===== src/rtl/scan_pkg.sv =====
// scan_pkg: shared types and helpers for the multiplexed digit scanner.
// Holds the scan state encoding, the largest legal BCD code and the
// leading-zero mask helper used when SCAN_LZB_EN is defined.
package scan_pkg;

    typedef enum logic {
        SHOW = 1'b0,
        GAP  = 1'b1
    } scan_state_e;

    localparam logic [3:0] MAX_BCD    = 4'd9;
    localparam int         MAX_DIGITS = 8;

    // Bit i set means digit i is a leading zero and should stay dark.
    // Digit 0 is never blanked so an all-zero word still shows one "0".
    function automatic logic [MAX_DIGITS-1:0] lz_mask(
        input logic [4*MAX_DIGITS-1:0] word,
        input int                      num_digits
    );
        logic [MAX_DIGITS-1:0] mask;
        logic                  seen;
        mask = '0;
        seen = 1'b0;
        for (int i = MAX_DIGITS - 1; i >= 1; i--) begin
            if (i < num_digits) begin
                if (word[4*i +: 4] != 4'd0) seen = 1'b1;
                mask[i] = ~seen;
            end
        end
        return mask;
    endfunction

endpackage


===== src/rtl/scan_tick.sv =====
// scan_tick: dwell counter for one digit slot. Counts 0..DWELL_CYCLES-1
// while enabled and pulses tc on the terminal count; clears when idle.
module scan_tick #(
    parameter int DWELL_CYCLES = 50000
) (
    input  logic clk,
    input  logic rst_n,
    input  logic en,
    output logic tc
);

    localparam int CNT_W = $clog2(DWELL_CYCLES);

    logic [CNT_W-1:0] cnt_q;

    assign tc = en && (cnt_q == CNT_W'(DWELL_CYCLES - 1));

    // Dwell counter: wraps to zero on terminal count, held at zero while idle.
    // NOTE: sequential state uses non-blocking assignments so every register
    // samples pre-edge values, independent of block evaluation order.
    always_ff @(posedge clk or negedge rst_n) begin
        if (!rst_n) begin
            cnt_q <= '0;
        end else if (!en || tc) begin
            cnt_q <= '0;
        end else begin
            cnt_q <= cnt_q + CNT_W'(1);
        end
    end

endmodule


===== src/rtl/digit_scan_ctrl.sv =====
// digit_scan_ctrl: time-multiplexes one registered BCD-to-7-segment decoder
// across NUM_DIGITS common-anode digits. A word offered on the load
// handshake waits in a pending register and moves to the shadow register
// only at the frame boundary, so a frame is never torn. Each digit is shown
// for DWELL_CYCLES clocks followed by one blank clock; the active-low anode
// enables are registered one clock behind dec to line up with the decoder.
// Optional feature: define SCAN_LZB_EN for leading-zero blanking.
module digit_scan_ctrl
    import scan_pkg::*;
#(
    parameter int NUM_DIGITS   = 4,
    parameter int DWELL_CYCLES = 50000
) (
    input  logic                    clk,
    input  logic                    rst_n,
    input  logic                    load_valid,
    output logic                    load_ready,
    input  logic [4*NUM_DIGITS-1:0] bcd_in,
    output logic [3:0]              dec,
    output logic [NUM_DIGITS-1:0]   digit_en_n,
    output logic                    bcd_err
);

    localparam int               IDX_W    = $clog2(NUM_DIGITS);
    localparam logic [IDX_W-1:0] LAST_IDX = IDX_W'(NUM_DIGITS - 1);

    scan_state_e                 state_q, state_d;
    logic [IDX_W-1:0]            idx_q, idx_d;
    logic [2:0]                  idx_ext;
    logic [NUM_DIGITS-1:0][3:0]  shadow_q, pend_q;
    logic [MAX_DIGITS-1:0]       blank_q;
    logic [NUM_DIGITS-1:0]       en_n_d;
    logic [3:0]                  cur_digit;
    logic                        tick_tc;
    logic                        frame_end;
    logic                        accept;
    logic                        in_bad;

    assign idx_ext   = 3'(idx_q);
    assign cur_digit = shadow_q[idx_q];
    assign dec       = cur_digit;
    assign accept    = load_valid && load_ready;
    // Last GAP cycle of the frame: the next edge starts digit 0 again.
    assign frame_end = (state_q == GAP) && (idx_q == LAST_IDX);

    scan_tick #(
        .DWELL_CYCLES (DWELL_CYCLES)
    ) u_tick (
        .clk   (clk),
        .rst_n (rst_n),
        .en    (state_q == SHOW),
        .tc    (tick_tc)
    );

    // Flag any non-BCD nibble in the offered word.
    // NOTE: every variable written here gets a default first, so no path
    // leaves it unassigned and no latch is inferred.
    always_comb begin
        in_bad = 1'b0;
        for (int i = 0; i < NUM_DIGITS; i++) begin
            if (bcd_in[4*i +: 4] > MAX_BCD) in_bad = 1'b1;
        end
    end

    // Handshake: capture into pending, promote to shadow at frame boundary.
    // A transfer on the boundary edge itself needs load_ready=1, which means
    // nothing was pending, so it lands in pending and waits a whole frame.
    always_ff @(posedge clk or negedge rst_n) begin
        if (!rst_n) begin
            load_ready <= 1'b1;
            pend_q     <= '0;
            shadow_q   <= '0;
            bcd_err    <= 1'b0;
        end else if (frame_end && !load_ready) begin
            shadow_q   <= pend_q;
            load_ready <= 1'b1;
        end else if (accept) begin
            pend_q     <= bcd_in;
            load_ready <= 1'b0;
            if (in_bad) bcd_err <= 1'b1;
        end
    end

`ifdef SCAN_LZB_EN
    localparam logic [MAX_DIGITS-1:0] RST_MASK = lz_mask('0, NUM_DIGITS);

    logic [4*MAX_DIGITS-1:0] pend_wide;
    logic [MAX_DIGITS-1:0]   pend_mask;

    // Leading-zero mask of the pending word, ready for the shadow load.
    always_comb begin
        pend_wide                   = '0;
        pend_wide[4*NUM_DIGITS-1:0] = pend_q;
        pend_mask                   = lz_mask(pend_wide, NUM_DIGITS);
    end

    // Blank mask tracks the shadow register; it changes only when it loads.
    always_ff @(posedge clk or negedge rst_n) begin
        if (!rst_n) begin
            blank_q <= RST_MASK;
        end else if (frame_end && !load_ready) begin
            blank_q <= pend_mask;
        end
    end
`else
    assign blank_q = '0;
`endif

    // Scan state, digit index and delayed anode enables.
    always_ff @(posedge clk or negedge rst_n) begin
        if (!rst_n) begin
            state_q    <= SHOW;
            idx_q      <= '0;
            digit_en_n <= '1;
        end else begin
            state_q    <= state_d;
            idx_q      <= idx_d;
            digit_en_n <= en_n_d;
        end
    end

    // Next state/index, plus the undelayed enable pattern for this cycle.
    always_comb begin
        state_d = state_q;
        idx_d   = idx_q;
        en_n_d  = '1;
        unique case (state_q)
            SHOW: begin
                if (tick_tc) state_d = GAP;
                if (cur_digit <= MAX_BCD && !blank_q[idx_ext]) en_n_d[idx_q] = 1'b0;
            end
            GAP: begin
                state_d = SHOW;
                idx_d   = (idx_q == LAST_IDX) ? '0 : idx_q + IDX_W'(1);
            end
            default: state_d = SHOW;
        endcase
    end

endmodule


===== config.mk =====
export PLATFORM = sky130hd
export DESIGN_NAME = digit_scan_ctrl
export DESIGN_NICKNAME = d
export VERILOG_FILES = /design/src/rtl/scan_pkg.sv /design/src/rtl/scan_tick.sv /design/src/rtl/digit_scan_ctrl.sv
export SDC_FILE = /design/constraint.sdc
export NUM_CORES = 1
export LEC_CHECK = 0
export CAP_MARGIN = 20
export CELL_PAD_IN_SITES_DETAIL_PLACEMENT = 0
export CELL_PAD_IN_SITES_GLOBAL_PLACEMENT = 1
export CORE_MARGIN = 4
export CORE_UTILIZATION = 48
export DETAILED_ROUTE_END_ITERATION = 7
export PLACE_DENSITY_LB_ADDON = 0.1
export SETUP_SLACK_MARGIN = 0.1
export SYNTH_ARGS = -nofsm -noshare
export SYNTH_HDL_FRONTEND = slang
export SYNTH_HIERARCHICAL = 1
export SYNTH_SLANG_ARGS = --single-unit

===== constraint.sdc =====
create_clock -name clk -period 2.7 [get_ports clk]
set_input_delay 0.27 -clock clk [delete_from_list [all_inputs] [get_ports clk]]
set_output_delay 0.27 -clock clk [all_outputs]
set_load 0.03 [all_outputs]

* Word level (Yosys, flattened, before mapping)
Cells that the tools add are included.
Word-level totals: logic and storage cells 59, output and inout bits 10, bits in registers 57, bits of input ports 19
Cells by class: $lt $le $gt $ge 8, reductions and logical operators 12, equal/unequal tests 2, muxes and demuxes 18, bitwise logic cells 3, $add $sub $neg 2
Operators by type and width (count):
- 16-bit by 1-bit adder with 16-bit output, second input constant | 1
- 16-bit equality test, second input constant | 1
- 4-bit > comparator, second input constant | 4
- 16-bit 2-to-1 mux | 1
- 4-bit 2-to-1 mux | 3
- 1-bit 2-to-1 mux | 9
- 4-bit binary-select mux with 2-bit select | 1
- 1-bit logical AND | 6
- 4-bit <= comparator, second input constant | 1
- 2-bit by 4-bit < comparator with 1-bit output, second input constant | 1
- 4-bit inverter | 1
- 2-bit by 3-bit < comparator with 1-bit output, second input constant | 1
- 3-bit AND reduction | 1
- 2-bit by 1-bit adder with 2-bit output, second input constant | 1
- 1-bit binary-select mux with 2-bit select | 1
- 1-bit demux with 2-bit select | 1
- 2-bit equality test, second input constant | 1
- 2-bit by 1-bit greater-or-equal comparator with 1-bit output, second input constant | 1
- 1-bit logical NOT | 2
- 2-bit 2-to-1 mux | 1
- 1-bit inverter | 2
- 1-bit case mux with 2 select lines | 1
- 2-bit AND reduction | 1
- 2-bit nonzero test | 1
- 1-bit logical OR | 1

* Longest topological paths before layout
Gate-level depths: netlist (run 1).
depth after elaboration 7, mapped depth 6

* Modules after synthesis
The synthesis (run 1) kept the hierarchy.
Modules (own cells, without submodules):
- digit_scan_ctrl | area each 1681.6 µm², times used 1, cells an instance 107
- scan_tick | area each 812.0 µm², times used 1, cells an instance 82

* Worst setup path before layout (run 1)
OpenSTA, ideal clock, no wires.
path type register -> register, start point register u_tick.cnt_q[7], end point register u_tick.cnt_q[10], data arrival time 1.723 ns, data required time 2.581 ns, stages on the path, launching flop included 6, period minus slack after synthesis 1.841 ns, setup slack 0.859 ns, cells stage by stage dfrtp_1 -> or4b_1 -> or4_4 -> nand2_4 -> buf_8 -> nor2_1
On the way: cells in the longest elaborated chain, start to end 4, elaborated cells on any way between the ends 5, those cells by class add/sub: 1; eq/ne: 1; mux: 1; reduce/logical: 2
RTL lines:
- from (decl) | RTL line scan_tick.sv:14 | logic [CNT_W-1:0] cnt_q;
- from (signal assigned) | RTL line scan_tick.sv:27 | cnt_q <= cnt_q + CNT_W'(1);
- branches (longest 3 deep; another with 16-bit by 1-bit adder with 16-bit output)
- 16-bit 2-to-1 mux (*) | RTL line scan_tick.sv:24 | end else if (!en || tc) begin
Mark *: on every way between the ends. A chain may end at the register's enable or synchronous reset.

* Worst setup path in the final report (run 1)
start point register idx_q[0], end point output port dec[0]
On the way: cells in the longest elaborated chain, start to end 2
RTL lines:
- from (decl) | RTL line digit_scan_ctrl.sv:28 | logic [IDX_W-1:0] idx_q, idx_d;
- from (signal assigned) | RTL line digit_scan_ctrl.sv:117 | idx_q <= idx_d;
- 4-bit binary-select mux with 2-bit select | RTL line digit_scan_ctrl.sv:40 | assign cur_digit = shadow_q[idx_q];
- 4-bit 2-to-1 mux (not written as such) | RTL line digit_scan_ctrl.sv:40
- to (decl) | RTL line digit_scan_ctrl.sv:19 | output logic [3:0] dec,
No other way between the ends. The select of a mux whose other input is x is not followed.

==> impl_metrics.json, run 1 <==
{
  "worstHoldPathType": "input pin to asynchronous set/reset pin",
  "grt.overflow.total": 0,
  "postSynth.asyncResetShare": 1.00,
  "detail-route-antenna-nets": 0,
  "setup_tns_ns": 0,
  "fin_skew_ns": 0.00518,
  "synth_mux_area_frac": 0.182,
  "setup_viol": 0,
  "grt_util_met1": 0.228,
  "pwr-share-seq": 0.537,
  "cts_buffers": 9,
  "cap_violations": 0,
  "synth_top_family_by_area": "multiplexers",
  "pwr-share-comb": 0.051,
  "totalPowerFinal_mw": 1.67,
  "worstSkewPairLatency_ns": 0.33,
  "floorplan.initialDensity": 0.511,
  "synthSimpleGateAreaFrac": 0.121,
  "drc": 0,
  "grt_pass1_vias": 1637,
  "worstSetupPathType": "register to primary output",
  "drive_gt1_frac": 0.254,
  "cts_tree": "yes",
  "clkTransAtPathRegs_ns": 0.06,
  "syn_area_per_cell_um2": 13.2,
  "use_met2": 0.262,
  "hold_viol": 0,
  "p_int_mw": 1.32,
  "crit_start": "idx_q[0]",
  "worst-path-max-fanout": 8,
  "fp.coreArea_mm2": 0.00488,
  "drt_iter0_drc": 57,
  "routabilityCongestion": 0.844,
  "cp-endpoint": "dec[0]",
  "synth_flop_cell": "dfrtp_1",
  "busiest_layer": "met2",
  "cts_buffer_depth": 2,
  "worstReg2RegEnd": "u_tick/cnt_q[15]",
  "r2r_slack_ns": 0.77,
  "final_cells": 299,
  "htreeDepth": 3,
  "pin_count": 29,
  "post_cts_resized": 0,
  "grt_max_degree": 23,
  "final_util": 0.617,
  "reg2regPathDepth": 4,
  "slew_viol_final": 0,
  "post-dp-hpwl_um": 3380,
  "hold_ws_ns": 0.451,
  "die-area_mm2": 0.00641,
  "finalWirelength_um": 4670,
  "max_slew_margin": 0.509,
  "ir_drop_v": 0.000524,
  "postSynthCellCount": 189,
  "cts_root_buf": "clkbuf_8",
  "ys_seq_area_frac": 0.575,
  "use_met3": 0.0605,
  "syn_nets": 213,
  "drt-vias-per-instance": 5.28,
  "synth_compound_area_frac": 0.0211,
  "die_height_um": 80.1,
  "rsz0062_at_grt": "false",
  "p_sw_frac": 0.211,
  "cts.sinks": 57,
  "min_period_ns": 2.44,
  "first_pass_iters": 4,
  "end_kind": "primary output",
  "place_inst": 282,
  "layout.nets": 251,
  "critical_path_required_ns": 2.43,
  "synthXorXnorAreaFrac": 0.0492,
  "synthesis.area_mm2": 0.00249,
  "io_buffers": 28,
  "antenna_cells": 0,
  "n_fill_cell": 411,
  "grt_pass1_wl_um": 8110,
  "p_clk_frac": 0.412,
  "outcome": "finished, final reports clean",
  "synth_warnings": 6,
  "synth_edf_count": 0,
  "syn_to_final_growth_pct": 20.8,
  "die_w_um": 80.1,
  "synthAdderAreaFrac": 0.0251,
  "rows": 25,
  "cp.arrival_ns": 2.17,
  "power_density_mw_per_mm2": 555,
  "multiInputGateArea_um2": 995,
  "antenna_found_initial": 0,
  "regArea_mm2": 0.00143,
  "ys_seq_elements": 57,
  "wl_per_cell_um": 15.6,
  "synthDistinctLibCells": 32,
  "grt_usage": 0.175,
  "worstReg2RegStart": "u_tick/cnt_q[7]",
  "start_kind": "register",
  "power.leakage_nw": 1.34,
  "dr_total_vias": 1578,
  "fin_crit_sh": 0.902,
  "clock.fmax_ghz": 0.411,
  "worst_pin_slew_ns": 0.735,
  "p_switching_mw": 0.353
}
cell usage after synthesis (2+ instances only):
| master | n | area (um^2) |
|---|---|---|
| nor4_1 | 4 | 25.0 |
| nor3_1 | 3 | 15.0 |
| inv_1 | 8 | 30.0 |
| nand2_1 | 5 | 18.8 |
| buf_2 | 2 | 10.0 |
| ha_1 | 5 | 62.6 |
| xnor2_1 | 13 | 114 |
| dfstp_2 | 5 | 131 |
| mux4_2 | 3 | 67.6 |
| nand3_1 | 8 | 40.0 |
| mux2_2 | 31 | 349 |
| dfrtp_1 | 52 | 1300 |
| nor2_1 | 20 | 75.1 |
| o21ai_0 | 7 | 35.0 |
| nand4_1 | 6 | 37.5 |
layout by cell type, fill, tap and decap left out, drive strengths merged:
master and n:
nor4 4, nand4bb 1, buf 3, and3 1
nand4 6, nor3 3, nand2 6, xor2 1
dlygate4sd3 1, mux4 4, or3 1, dfstp 5
a41oi 1, dfrtp 52, inv 8, clkbuf 16
or4bb 1, nand3 9, or4 1, mux2 32
ha 5, clkdlybuf4s50 27, or4b 1, nor2 20
nor2b 1, or2 1, xnor2 13, o21ai 8
worst min path at each step:
stage / from / endpoint / slack, ns / cells past startpoint
floorplan: rst_n / bcd_err / -0.03 / 0
global placement: rst_n / pend_q[3] / 0.26 / 1
detailed placement: rst_n / pend_q[3] / 0.27 / 1
CTS: rst_n / u_tick/cnt_q[12] / 0.46 / 2
global route: rst_n / u_tick/cnt_q[12] / 0.50 / 2
finish: rst_n / u_tick/cnt_q[12] / 0.45 / 2
logic make-up (layout without fill, tap and decap cells):
| group | Yosys count | after routing |
|---|---|---|
| xor+xnor | 14 | 14 |
| flops | 57 | 57 |
| mux | 36 | 36 |
| fa+ha+maj | 5 | 5 |
| compound gates | 9 | 9 |
| buf+inv | 12 | 55 |
| simple gates | 56 | 56 |
worst max-delay path, cell delays in order, from the launching register on:
cell	delay [ns]
dfrtp_1	0.59
mux4_1	0.63
clkdlybuf4s50_1	0.61
registers in the layout (all words and copies together), names as in the netlist:
signal / flops
u_tick/cnt_q: 16
pend_q: 16
idx_q: 2
bcd_err: 1
shadow_q: 16
load_ready: 1
state_q: 1
digit_en_n: 4
stage by stage:
| step | setup WS (ns) | cell area (um^2) |
|---|---|---|
| finish | 0.265 | 3010 |
| floorplan | 0.859 | 2490 |
| global placement | 0.634 | 2830 |
| detailed placement | 0.618 | 2830 |
| global route | 0.182 | 3010 |
| CTS | 0.245 | 3010 |
power by group through the flow:
stage	Sequential [mW]	Clock (mW)	Combinational, mW
floorplan	0.912	0	0.0271
global placement	0.911	0	0.0830
detailed placement	0.914	0	0.0864
CTS	0.899	0.710	0.0876
global route	0.901	0.759	0.0948
finish	0.898	0.689	0.0849
routing by layer:
layer	part of all wire	up-vias
li1	-	747
met1	0.47	788
met2	0.47	35
met3	0.040	8
met4	0.022	0
met5	0	-
final cells by class:
type,instances,share of cell area
repair buffers,31,0.0997
clock buffers,16,0.0565
inverters,8,0.00997
well taps,67,0.0278
flip-flops and latches,57,0.476
multi-input cells,120,0.330
what timing repair did:
| item | 4_1_cts | 5_1_grt |
|---|---|---|
| setup endpoints to repair | 0 | 0 |
| buffers inserted | 0 | 0 |
| endpoints found under the hold margin | 20 | 0 |
| hold buffers | 1 | 0 |
Note: power is estimated with default switching activity, not from simulation.
==> inputs of run 2 (changes only) <==
--- a/config.mk
+++ b/config.mk
@@ -9,8 +9,9 @@
 export CELL_PAD_IN_SITES_DETAIL_PLACEMENT = 0
 export CELL_PAD_IN_SITES_GLOBAL_PLACEMENT = 1
 export CORE_MARGIN = 4
-export CORE_UTILIZATION = 48
+export CORE_UTILIZATION = 45
 export DETAILED_ROUTE_END_ITERATION = 7
+export GPL_TIMING_DRIVEN = 0
 export PLACE_DENSITY_LB_ADDON = 0.1
 export SETUP_SLACK_MARGIN = 0.1
 export SYNTH_ARGS = -nofsm -noshare
==> constraint.sdc (replaced) <==
create_clock -name clk -period 2.8 [get_ports clk]
set_input_delay 0.28 -clock clk [delete_from_list [all_inputs] [get_ports clk]]
set_output_delay 0.28 -clock clk [all_outputs]
set_load 0.03 [all_outputs]
==> impl_metrics.json, run 2 (same netlist as run 1, synthesis figures left out) <==
{
  "slew_viol_final": 0,
  "ir_drop_v": 0.000400,
  "grt_max_degree": 36,
  "crit_slowest_cell": "clkdlybuf4s50_1",
  "hold_viol": 0,
  "outcome": "finished, final reports clean",
  "drc": 0,
  "worstReg2RegEnd": "u_tick/cnt_q[10]",
  "power.leakage_nw": 1.37,
  "cap_violations": 0,
  "cts_buffers": 9,
  "cp.arrival_ns": 2.06,
  "r2r_slack_ns": 0.82,
  "clkTransAtPathRegs_ns": 0.06,
  "cts_tree": "yes",
  "die_w_um": 82.4,
  "grt_pass1_vias": 1756,
  "postCtsSetupBuffers": 0,
  "worstSetupPathType": "register to primary output",
  "critical_path_required_ns": 2.52,
  "cp_top_family": "buffers and inverters",
  "finalWirelength_um": 4680,
  "start_kind": "register",
  "end_kind": "primary output",
  "max_slew_margin": 0.653,
  "finalInstanceArea_mm2": 0.00308,
  "antenna_found_initial": 0,
  "multiInputGateArea_um2": 995,
  "drt-vias-per-instance": 5.17,
  "die-area_mm2": 0.00680,
  "drive_gt1_frac": 0.272,
  "htreeDepth": 3,
  "io_buffers": 28,
  "grt.overflow.total": 0,
  "antenna_cells": 0,
  "crit_chain": "buf_6, mux4_1, clkdlybuf4s50_1",
  "wl_per_cell_um": 15.3,
  "hold_ws_ns": 0.456,
  "worstSkewPairLatency_ns": 0.33,
  "cts.sinks": 57,
  "n_fill_cell": 433,
  "dr_total_vias": 1577,
  "totalPowerFinal_mw": 1.68,
  "worstHoldPathType": "input pin to asynchronous set/reset pin",
  "top_regs": "pend_q x16, shadow_q x16, u_tick/cnt_q x16",
  "setup_viol": 0,
  "worst-path-max-fanout": 6,
  "grt_pass1_wl_um": 8450,
  "detail-route-antenna-nets": 0,
  "fp.coreArea_mm2": 0.00524,
  "worst_pin_slew_ns": 0.520,
  "rsz0062_at_grt": "false",
  "syn_to_final_growth_pct": 23.3,
  "final_util": 0.587,
  "crit_buf_inv": 2,
  "setup_tns_ns": 0,
  "clock.fmax_ghz": 0.428,
  "fin_skew_ns": 0.00641,
  "reg2regPathDepth": 5,
  "dp_slack_ns": 0.799,
  "floorplan.initialDensity": 0.476,
  "routabilityCongestion": 0.873,
  "regArea_mm2": 0.00143,
  "fin_crit_sh": 0.835,
  "power_density_mw_per_mm2": 548,
  "worstReg2RegStart": "u_tick/cnt_q[7]",
  "cts_buffer_depth": 2,
  "pin_count": 29,
  "cts_root_buf": "clkbuf_8",
  "min_period_ns": 2.34,
  "first_pass_iters": 4,
  "drt_iter0_drc": 53,
  "final_common_cell": "dfrtp_1",
  "final_cells": 305,
  "grt_usage": 0.170,
  "post-dp-hpwl_um": 3470,
  "max_stage_delay_ns": 0.61,
  "die_height_um": 82.4,
  "fin_ws_ns": 0.462,
  "layout.nets": 254,
  "post_cts_resized": 0,
  "rows": 26,
  "mostFrequentLayoutCells": "52 x dfrtp_1, 31 x mux2_2, 27 x clkdlybuf4s50_1",
  "place_area_mm2": 0.00288,
  "place_inst": 288
}
-- run 2: cell types whose count changed in the layout (fill, tap and decap cells not counted) --
cell	before	now
clkbuf_8	11	10
clkinv_2	0	2
bufinv_16	0	1
buf_8	0	1
buf_2	1	3
clkbuf_1	5	3
buf_12	0	1
buf_6	0	1
buf_4	2	0
-- run 2: final cells by class --
cell class                 instances  share of cell area
sequential                        57               0.466
multi-input combinational        120               0.323
timing repair buffer              30              0.0993
clock buffer                      13              0.0484
tap                               70              0.0285
clock inverter                     3              0.0130
buffer                             4              0.0118
inverter                           8             0.00976
-- run 2: how the worst max path moves through the flow --
stage                       endpoint       startpoint  cells after the start  slack (ns)
floorplan           u_tick/cnt_q[10]  u_tick/cnt_q[7]                      5        0.96
global placement    u_tick/cnt_q[12]            rst_n                      1       -0.20
detailed placement            dec[2]         idx_q[0]                      3        0.80
CTS                           dec[0]         idx_q[0]                      3        0.43
global route                  dec[0]         idx_q[0]                      3        0.36
finish                        dec[0]         idx_q[0]                      3        0.46
-- run 2: power breakdown --
part           total, mW  leakage [nW]  switching [mW]  internal [mW]
combinational     0.0822         0.536          0.0335         0.0487
sequential         0.866         0.736          0.0128          0.853
clock              0.737        0.0974           0.304          0.433
total               1.68          1.37           0.350           1.33
-- run 2: metal layers --
| metal | vias up | share of wire | global-route usage |
|---|---|---|---|
| li1 | 750 | - | - |
| met1 | 795 | 0.46 | 0.211 |
| met2 | 24 | 0.47 | 0.269 |
| met3 | 8 | 0.047 | 0.0705 |
| met4 | 0 | 0.015 | 0.0565 |
| met5 | - | 0 | 0 |
-- run 2: timing repair --
| action | 4_1_cts | 5_1_grt |
|---|---|---|
| hold buffers | 1 | 0 |
| endpoints found under the setup margin | 0 | 0 |
| hold endpoints to repair | 17 | 0 |
